<file path="src/rtl/counter_ud_mod.sv">
// Up/down counter with runtime modulus, programmable step, count enable and
// selectable wrap or saturate behaviour at the bounds.
//
// Legal count range is 0..max_val. wrap and sat are registered one-cycle event
// pulses describing the update just taken. tc is a combinational terminal-count
// flag that follows count and the current direction.
//
// Optional feature (macro WRAP_COUNT_EN): adds a 16-bit saturating counter of
// cycles on which wrap or sat is asserted. The counter is cleared by load_en.
module counter_ud_mod #(
  parameter int unsigned WIDTH  = 8,
  parameter int unsigned STEP_W = 4
) (
  input  logic              clk,
  input  logic              rstn,
  input  logic              en,
  input  logic              load_en,
  input  logic [WIDTH-1:0]  load,
  input  logic              down,
  input  logic [STEP_W-1:0] step,
  input  logic [WIDTH-1:0]  max_val,
  input  logic              sat_mode,
  output logic [WIDTH-1:0]  count,
  output logic              wrap,
  output logic              sat,
  output logic              tc
`ifdef WRAP_COUNT_EN
  ,
  output logic [15:0]       wrap_cnt
`endif
);

  // Extended width holds max_val+1 and count+step without overflow.
  localparam int unsigned EW = WIDTH + 1;
  // Comparison width wide enough for both the step and the modulus.
  localparam int unsigned CW = (STEP_W > EW) ? STEP_W : EW;

  logic [WIDTH-1:0] count_q, count_d;
  logic             wrap_q, wrap_d;
  logic             sat_q, sat_d;

  logic [EW-1:0]    max_ext;
  logic [EW-1:0]    modulus;
  logic [EW-1:0]    cnt_ext;
  logic [CW-1:0]    step_cmp;
  logic [CW-1:0]    mod_cmp;
  logic [EW-1:0]    es;
  logic [EW-1:0]    sum_up;
  logic             in_range;
  logic             up_fits;
  logic             dn_fits;
  logic [WIDTH-1:0] up_val;
  logic [WIDTH-1:0] up_wrap_val;
  logic [WIDTH-1:0] dn_val;
  logic [WIDTH-1:0] dn_wrap_val;
  logic [WIDTH-1:0] load_clamped;

  // Datapath: effective step, candidate next values and bound checks.
  always_comb begin
    max_ext  = {1'b0, max_val};
    modulus  = max_ext + EW'(1);
    cnt_ext  = {1'b0, count_q};
    step_cmp = CW'(step);
    mod_cmp  = CW'(modulus);
    // A step larger than the modulus is equivalent to exactly one full lap.
    es       = (step_cmp < mod_cmp) ? EW'(step_cmp) : modulus;

    in_range = (count_q <= max_val);

    sum_up      = cnt_ext + es;
    up_fits     = (sum_up <= max_ext);
    up_val      = sum_up[WIDTH-1:0];
    up_wrap_val = WIDTH'(sum_up - modulus);

    dn_fits     = (es <= cnt_ext);
    dn_val      = WIDTH'(cnt_ext - es);
    // count < es <= modulus here, so the result lies in 0..max_val.
    dn_wrap_val = WIDTH'(cnt_ext + (modulus - es));

    load_clamped = (load > max_val) ? max_val : load;
  end

  // Next-state selection: load beats enable, enable beats hold.
  always_comb begin
    count_d = count_q;
    wrap_d  = 1'b0;
    sat_d   = 1'b0;
    if (load_en) begin
      count_d = load_clamped;
    end else if (en) begin
      if (!in_range) begin
        // max_val was lowered below the count: restart silently from zero.
        count_d = '0;
      end else if (!down) begin
        if (up_fits) begin
          count_d = up_val;
        end else if (sat_mode) begin
          count_d = max_val;
          sat_d   = 1'b1;
        end else begin
          count_d = up_wrap_val;
          wrap_d  = 1'b1;
        end
      end else begin
        if (dn_fits) begin
          count_d = dn_val;
        end else if (sat_mode) begin
          count_d = '0;
          sat_d   = 1'b1;
        end else begin
          count_d = dn_wrap_val;
          wrap_d  = 1'b1;
        end
      end
    end
  end

  // State register with synchronous active-low reset.
  always_ff @(posedge clk) begin
    if (!rstn) begin
      count_q <= '0;
      wrap_q  <= 1'b0;
      sat_q   <= 1'b0;
    end else begin
      count_q <= count_d;
      wrap_q  <= wrap_d;
      sat_q   <= sat_d;
    end
  end

  assign count = count_q;
  assign wrap  = wrap_q;
  assign sat   = sat_q;
  assign tc    = (!down && (count_q == max_val)) || (down && (count_q == '0));

`ifdef WRAP_COUNT_EN
  logic [15:0] wrap_cnt_q;

  // Saturating tally of registered wrap/sat pulses; load_en clears it.
  always_ff @(posedge clk) begin
    if (!rstn) begin
      wrap_cnt_q <= '0;
    end else if (load_en) begin
      wrap_cnt_q <= '0;
    end else if ((wrap_q || sat_q) && (wrap_cnt_q != 16'hFFFF)) begin
      wrap_cnt_q <= wrap_cnt_q + 16'd1;
    end
  end

  assign wrap_cnt = wrap_cnt_q;
`endif

endmodule

</file>
<file path="config.mk">
export PLATFORM = sky130hd
export DESIGN_NAME = counter_ud_mod
export DESIGN_NICKNAME = d
export VERILOG_FILES = /design/src/rtl/counter_ud_mod.sv
export SDC_FILE = /design/constraint.sdc
export NUM_CORES = 1
export LEC_CHECK = 0
export BUFFER_PORTS_ARGS = -buffer_cell sky130_fd_sc_hd__buf_2
export CAP_MARGIN = 10
export CORE_MARGIN = 5
export CORE_UTILIZATION = 60
export DETAILED_ROUTE_END_ITERATION = 16
export PLACE_DENSITY = 0.81
export SLEW_MARGIN = 20
export SYNTH_ARGS = -nofsm -noshare
export SYNTH_HDL_FRONTEND = slang
export SYNTH_SLANG_ARGS = --single-unit
</file>
<file path="constraint.sdc">
create_clock -name clk -period 7.4 [get_ports clk]
set_input_delay 2.22 -clock clk [delete_from_list [all_inputs] [get_ports clk]]
set_output_delay 2.22 -clock clk [all_outputs]
set_load 0.01 [all_outputs]
</file>
Yosys cells after proc, flatten, opt, wreduce, memory -nomap -nowiden
Cells that the tools add are included.
Operators by class
  $add $sub $neg: 6
  magnitude comparators: 5
  equal/unequal tests: 1
  mux-type cells: 18
  bitwise gates (word level): 3
  reduce and logical (&&, ||, !) cells: 7
Operator list (number)
  $mux W8: 9
  $sub A8 B8 Y8: 3
  $le A9 B8 Y1: 2
  $add A8 B1 Y9 const B: 1
  $add A8 B9 Y9: 1
  $lt A4 B9 Y1: 1
  $mux W9: 1
  $add A8 B8 Y8: 1
  $eq A8 B8 Y1: 1
  $gt A8 B8 Y1: 1
  $le A8 B8 Y1: 1
  $logic_not A8 Y1: 1
  $mux W1: 8
  $reduce_or A4 Y1: 1
  $not A1 Y1: 3
  $logic_and A1 B1 Y1: 2
  $reduce_bool A2 Y1: 1
  $logic_not A1 Y1: 1
  $logic_or A1 B1 Y1: 1
Word-level totals
  flip-flop bits (word level): 10
  input port bits: 26

Longest topological paths before layout
Gate-level depths: netlist of the first run.
  word-level depth: 11
  mapped depth: 25
  depth with buffers taken out: 24

Least setup slack after synthesis of the first run
No wires, ideal clock.
  kind: in2reg
  start point: input port max_val[0]
  end point: register count_q[6], in the netlist count[6]
  arrival: 6.723 ns
  required time: 7.282 ns
  slack: 0.559 ns
  stages: 23
  cell sequence: ha_1 -> inv_1 -> ha_1 -> o21ai_0 -> nand2b_1 -> maj3_1 -> o21ai_0 -> a21o_1 -> buf_2 -> nor2_1 -> a21o_1 -> ha_1 -> fa_1 -> xor2_1 -> inv_2 -> ha_1 -> a211oi_1 -> o221ai_1 -> a41oi_1 -> o21bai_1 -> nor4_1 -> a221oi_2 -> a32o_2
On the way
  word-level cells in the longest chain between the ends: 11
  elaborated cells on any way between the ends: 21
  classes of those cells: add/sub (6); order compare (5); mux (10)
RTL lines
  start: declaration: RTL line 21  | input logic [WIDTH-1:0] max_val,
  $add A8 B1 Y9: RTL line 61  | modulus = max_ext + EW'(1);
  $lt A4 B9 Y1: RTL line 66  | es = (step_cmp < mod_cmp) ? EW'(step_cmp) : modulus;
  $mux W9: RTL line 66
  $add A8 B9 Y9 or $sub A8 B8 Y8 (tied branches): RTL line 70, 78
  $sub A8 B8 Y8 or $add A8 B8 Y8 (tied branches): RTL line 73, 78
  $mux W8 (on tied branches): RTL line 97, 107
  $mux W8 (on tied branches): RTL line 95, 105
  $mux W8: RTL line 94  | end else if (!down) begin
  $mux W8: RTL line 91  | if (!in_range) begin
  $mux W8: RTL line 90  | end else if (en) begin
  $mux W8 (*): RTL line 88  | if (load_en) begin
  end signal: assignment: RTL line 125  | count_q <= count_d;
  end: declaration: RTL line 38  | logic [WIDTH-1:0] count_q, count_d;
Mark *: on every way between the ends. The rest lies on a longest branch, timed or not. The select of a mux whose other input is x is not followed.
A chain may end at the register's enable or synchronous reset.

Final worst setup path of the first run
  start point: input port max_val[0]
  end point: register count_q[1], in the netlist count[1]
Same word-level chain as after synthesis.

==> impl_metrics.ini, run 1 <==
[status]
status = completed

[layout]
area_growth_pct = 10.7
ff_latch_area_um2 = 200
multi_input_area_um2 = 3170
fin_cells = 578
antenna_cells = 0
drive_gt1_frac = 0.143
final_area_um2 = 3940
nNetsFinal = 604
nFillCells = 519

[pwr]
vdd_drop_max_uv = 161
p_leak_nw = 1.83
p_per_area_nw_per_um2 = 202

[worst_setup_path]
cp_data_required_time_ns = 7.51
rr_startpoint = count[1]
critPathMaxStageDelay_ns = 0.44
crit_start = max_val[0]
critPathCapture = count[1]
crit_family = compound AO/OA/AOI/OAI gates
critPathMaxFanout = 6
reg2reg_setup_slack_ns = 3.33
worst_setup_path_end_kind = flop
crit_arrival_ns = 7.28
r2r.worst_path.cells = 14
crit_type = in -> reg
cp_common_cell = ha_1
crit_cells = 26
path_buf_inv = 3
start_kind = primary input
cp_slowest_cell = fa_1
r2r-end = count[1]

[min_path]
holdPathStages = 3
hold_class = reg -> reg

[yosys]
synth_cell_types = 78
synth_warnings = 0
netlist.area_leader.share = 0.225
yosys-top-cells-count = 64 x ha_1, 47 x inv_1, 37 x a21oi_1
synth.most_common_cell = ha_1
async_flop_share = 0
synthesis.area_um2 = 3560
yosysSeqAreaShare = 0.0562
ys_top_cells_by_area = ha_1 22%, dfxtp_1 5.6%, fa_1 5.6%
postSynthAreaPerCell_um2 = 7.85
synth-edff-count = 0
yosysTopAreaCell = ha_1
ys_seq_elements = 10
synth_cells = 454
synthFlopType = dfxtp_1

[sta]
worstMarginPinSlew_ns = 0.667
fin_crit_sh = 0.969
fin_skew_ns = 0.00924
fmax_mhz = 139
slew_headroom = 0.553
slew_viol_final = 0
final-hold-violation-count = 0
rsz0062_at_grt = yes
setup_viol = 0
fin_crit_ns = 7.17

[floorplanning]
num_rows = 28
initial_core_util = 0.609
die_h_um = 87.1
coreArea_um2 = 5850
die_x_um = 87.1
io-pin-count = 37
die_area_um2 = 7580

[global_route]
grt_antenna_before_repair = 0
grt_overflow = 0
grt_max_degree = 26
grt_usage = 0.305
grt_pass1_wl_um = 18200
grt_pass1_vias = 3586

[clocking]
cts.hold.buffers_added = 0
clkTransAtPathRegs_ns = 0.05
cts_buffers = 3
clock_path_buffers = 2
htree_levels = 1
cts-resized-gates = 0
cts_tree = built
numClockSinks = 10
cts_setup_buffers = 0
clock_latency_ns = 0.24
clockRootBuffer = clkbuf_8

[detailed_routing]
drc = 0
top_layer_used = met4
dr.pass1.iters = 5
first_iter_violations = 315
wl_met3_um = 878
wl_met2_um = 5160
finalWirelength_um = 11300
wl_met1_um = 4930
drtAntennaViolNets = 0
via_per_inst = 6.34
via_count = 3664
avgRoutedWirePerCell_um = 19.6

[flow_run]
drv_cap = 0

[placed_design]
placed_cell_area_um2 = 3870
gp_congestion = 0.973
hpwl_um = 9150
dpl.cell_count = 574
port-buffer-count = 36
-- per-stage QoR --
step / hold slack (ns) / power (mW) / worst slack [ns] / util / setup TNS (ns)
after floorplan: 0.688 / 0.540 / 0.559 / - / 0
after global placement: 0.717 / 0.694 / -0.128 / 0.662 / -0.128
after detailed placement: 0.732 / 0.699 / -0.000767 / 0.662 / -0.000767
after CTS: 0.746 / 0.774 / 0.188 / 0.671 / 0
after global routing: 0.774 / 0.859 / -0.00170 / 0.674 / -0.00170
final: 0.744 / 0.797 / 0.230 / 0.674 / 0
-- flip-flops by register name, summed over array words and instances, names as in the netlist --
register	flops
wrap	1
count	8
sat	1
-- cells in the final DEF (no fill, tap or decap), types with 8 or more instances in the layout --
master / count
ha_1: 64
conb_1: 15
buf_4: 8
fa_1: 10
inv_1: 47
a21o_1: 9
nor2_1: 22
o21ai_0: 21
o211ai_1: 8
nor3_1: 24
a21oi_1: 37
dfxtp_1: 10
xnor2_1: 19
buf_2: 36
nand2_1: 22
nand3_1: 19
o21a_1: 10
-- where the power goes --
part	switching (mW)	total, mW	internal, mW
sequential	0.0185	0.0794	0.0609
clock	0.0224	0.0692	0.0468
combinational	0.382	0.648	0.266
-- per-layer routing --
layer / GRT usage / up-vias
li1: - / 1762
met1: 0.417 / 1685
met2: 0.501 / 191
met3: 0.0378 / 26
met4: 0.0878 / 0
met5: 0 / -
-- worst min-delay path, delay by kind of cell (launching register included) --
kind / cells / cell delay [ns]
flops: 1 / 0.38
compound gates: 3 / 0.31
-- final cells by class --
| cell class | count | share of cell area |
|---|---|---|
| flip-flops and latches | 10 | 0.0508 |
| well taps | 75 | 0.0238 |
| repair buffers | 44 | 0.0609 |
| multi-input cells | 395 | 0.803 |
| clock buffers | 4 | 0.0140 |
| inverters | 50 | 0.0476 |
-- how the worst min path moves through the flow --
| stage | start | end | slack, ns |
|---|---|---|---|
| floorplan | count[7] | count[7] | 0.69 |
| global route | count[7] | count[7] | 0.77 |
| finish | count[7] | count[7] | 0.74 |
| global placement | count[7] | count[7] | 0.72 |
| CTS | count[7] | count[7] | 0.75 |
| detailed placement | count[7] | count[7] | 0.73 |
-- kinds of logic after synthesis --
logic type,synth area share
multiplexers,0.0232
buffers and inverters,0.0734
flip-flops,0.0562
adder cells (fa/ha/maj),0.284
AO/OA/AOI/OAI,0.291
other,0.00211
XOR/XNOR,0.0731
AND/OR/NAND/NOR,0.197
Power figures use the tool's default switching activity.
==> run 2: changes to the inputs <==
--- a/config.mk
+++ b/config.mk
@@ -5,6 +5,7 @@
 export SDC_FILE = /design/constraint.sdc
 export NUM_CORES = 1
 export LEC_CHECK = 0
+export ABC_AREA = 1
 export BUFFER_PORTS_ARGS = -buffer_cell sky130_fd_sc_hd__buf_2
 export CAP_MARGIN = 10
 export CORE_MARGIN = 5
==> run 2 against run 1 <==
  * Combinational power fell by 13%
  * Largest cell class unchanged
  * Hold slack got worse by 0.048 ns
  * First-iteration DRC count rose by 1.6%
  * Clock skew fell by 0.0088 ns
  * Cell count rose by 17%
  * Design area fell by 1.8%
==> impl_metrics.ini, run 2 <==
[yosys]
async_flop_share = 0
yosysSeqAreaShare = 0.0561
synth-edff-count = 0
synth.most_common_cell = nand2_1
yosysTopAreaCell = ha_1
yosys-top-cells-count = 138 x nand2_1, 87 x inv_1, 64 x ha_1
ys_top_cells_by_area = ha_1 22%, nand2_1 15%, inv_1 9.1%
postSynthAreaPerCell_um2 = 6.41
synth_warnings = 0
synth_cell_types = 44
ys_seq_elements = 10
synthesis.area_um2 = 3570
netlist.area_leader.share = 0.224
synth_cells = 557
synthFlopType = dfxtp_1

[layout]
final_area_um2 = 3870
drive_gt1_frac = 0.135
final_common_cell = nand2_1
nNetsFinal = 700
nFillCells = 552
largest_reg_flops = 8
area_growth_pct = 8.48
antenna_cells = 0
final_cell_mix = 138 x nand2_1, 87 x inv_1, 64 x ha_1

[placed_design]
gp_congestion = 1.02
placed_cell_area_um2 = 3820
hpwl_um = 9410
port-buffer-count = 36

[floorplanning]
io-pin-count = 37
num_rows = 28
coreArea_um2 = 5850
die_x_um = 87.1
initial_core_util = 0.610
die_area_um2 = 7590
die_h_um = 87.1

[worst_setup_path]
critPathMaxStageDelay_ns = 0.44
cp_common_cell = nand2_1
start_kind = primary input
rr_startpoint = count[4]
r2r-end = count[4]
worst_setup_path_end_kind = flop
crit_type = in -> reg
cp_data_required_time_ns = 7.52
crit_arrival_ns = 7.13
r2r.worst_path.cells = 18
reg2reg_setup_slack_ns = 3.63
critPathMaxFanout = 14
cp_slowest_cell = ha_1

[clocking]
clock_path_buffers = 2
htree_levels = 1
numClockSinks = 10
clock_latency_ns = 0.24
clkTransAtPathRegs_ns = 0.05
clockRootBuffer = clkbuf_8
cts-resized-gates = 0
cts_setup_buffers = 0
cts_tree = built
cts.hold.buffers_added = 0
cts_buffers = 3

[sta]
fin_crit_sh = 0.946
fin_crit_ns = 7.00
holdWs_ns = 0.696
worstMarginPinSlew_ns = 0.602
final-hold-violation-count = 0
fmax_mhz = 143
slew_viol_final = 0
fin_skew_ns = 0.000403
rsz0062_at_grt = no
slew_headroom = 0.597
setup_viol = 0
fin_tns_setup_ns = 0

[detailed_routing]
drtAntennaViolNets = 0
finalWirelength_um = 11100
via_count = 3878
wl_met2_um = 5110
avgRoutedWirePerCell_um = 16.4
drc = 0
via_per_inst = 5.75
wl_met3_um = 774
wl_met1_um = 4640
dr.pass1.iters = 6
top_layer_used = met4
first_iter_violations = 320

[pwr]
power_mw = 0.712
p_per_area_nw_per_um2 = 184
p_leak_nw = 2.20
vdd_drop_max_uv = 117

[min_path]
holdPathEnd = count[3]
min_from = count[3]
hold_class = reg -> reg
holdPathStages = 2

[status]
status = completed

[global_route]
grt_pass1_vias = 3741
grt_usage = 0.302
grt_max_degree = 17
grt_pass1_wl_um = 17900
grt_antenna_before_repair = 0
grt_overflow = 0

[flow_run]
drv_cap = 0
## run 2: cell count changes after synthesis, sizes merged, moves of 11 or more
cell,delta
nand3,+26
xnor2,-20
nor3,-19
a21oi,+13
xor2,+11
nand4,+16
inv,+46
nand2,+122
## run 2: final cells by class
type                       count  area [um^2]  share of cell area
clock buffer                   4         55.1              0.0142
tap                           75         93.8              0.0242
timing repair buffer          37          188              0.0485
sequential                    10          200              0.0517
multi-input combinational    453         2980               0.769
inverter                      95          357              0.0921
## run 2: power breakdown
group / total (mW) / internal, mW / switching [mW] / leakage, nW
Sequential: 0.0753 / 0.0598 / 0.0155 / 0.0824
Combinational: 0.565 / 0.199 / 0.365 / 2.09
Clock: 0.0725 / 0.0471 / 0.0254 / 0.0288
## run 2: critical path, delay by kind of cell
kind,cells,cell delay (ns)
AO/OA/AOI/OAI,4,0.52
XOR/XNOR,1,0.27
AND/OR/NAND/NOR,16,1.96
buffers and inverters,3,0.43
adder cells (fa/ha/maj),5,1.73
## run 2: how the worst max path moves through the flow
stage               cells after the start  slack (ns)       start       end
floorplan                              27        1.19  max_val[0]  count[4]
global placement                       29        0.22  max_val[0]  count[4]
detailed placement                     29        0.23  max_val[0]  count[4]
CTS                                    29        0.46  max_val[0]  count[4]
global route                           32        0.03  max_val[0]  count[4]
finish                                 29        0.40  max_val[0]  count[4]
## run 2: cells by family after synthesis
family,Yosys count,synth area share
AND/OR/NAND/NOR,248,0.331
buffers and inverters,107,0.123
AO/OA/AOI/OAI,99,0.161
adder cells (fa/ha/maj),75,0.284
XOR/XNOR,16,0.0435
flip-flops,10,0.0561
other,2,0.00210
## run 2: metrics by stage
stage / utilization / instances / setup slack (ns)
3_5_place_dp: 0.652 / 670 / 0.226
4_1_cts: 0.662 / 674 / 0.461
3_3_place_gp: 0.652 / 670 / 0.224
6_report: 0.662 / 674 / 0.396
2_1_floorplan: - / 570 / 1.19
5_1_grt: 0.662 / 674 / 0.0294
## run 2: metal layers
| metal | up-vias | GRT usage |
|---|---|---|
| met5 | - | 0 |
| met4 | 0 | 0.141 |
| met3 | 46 | 0.0530 |
| met2 | 181 | 0.507 |
| met1 | 1741 | 0.373 |
| li1 | 1910 | - |
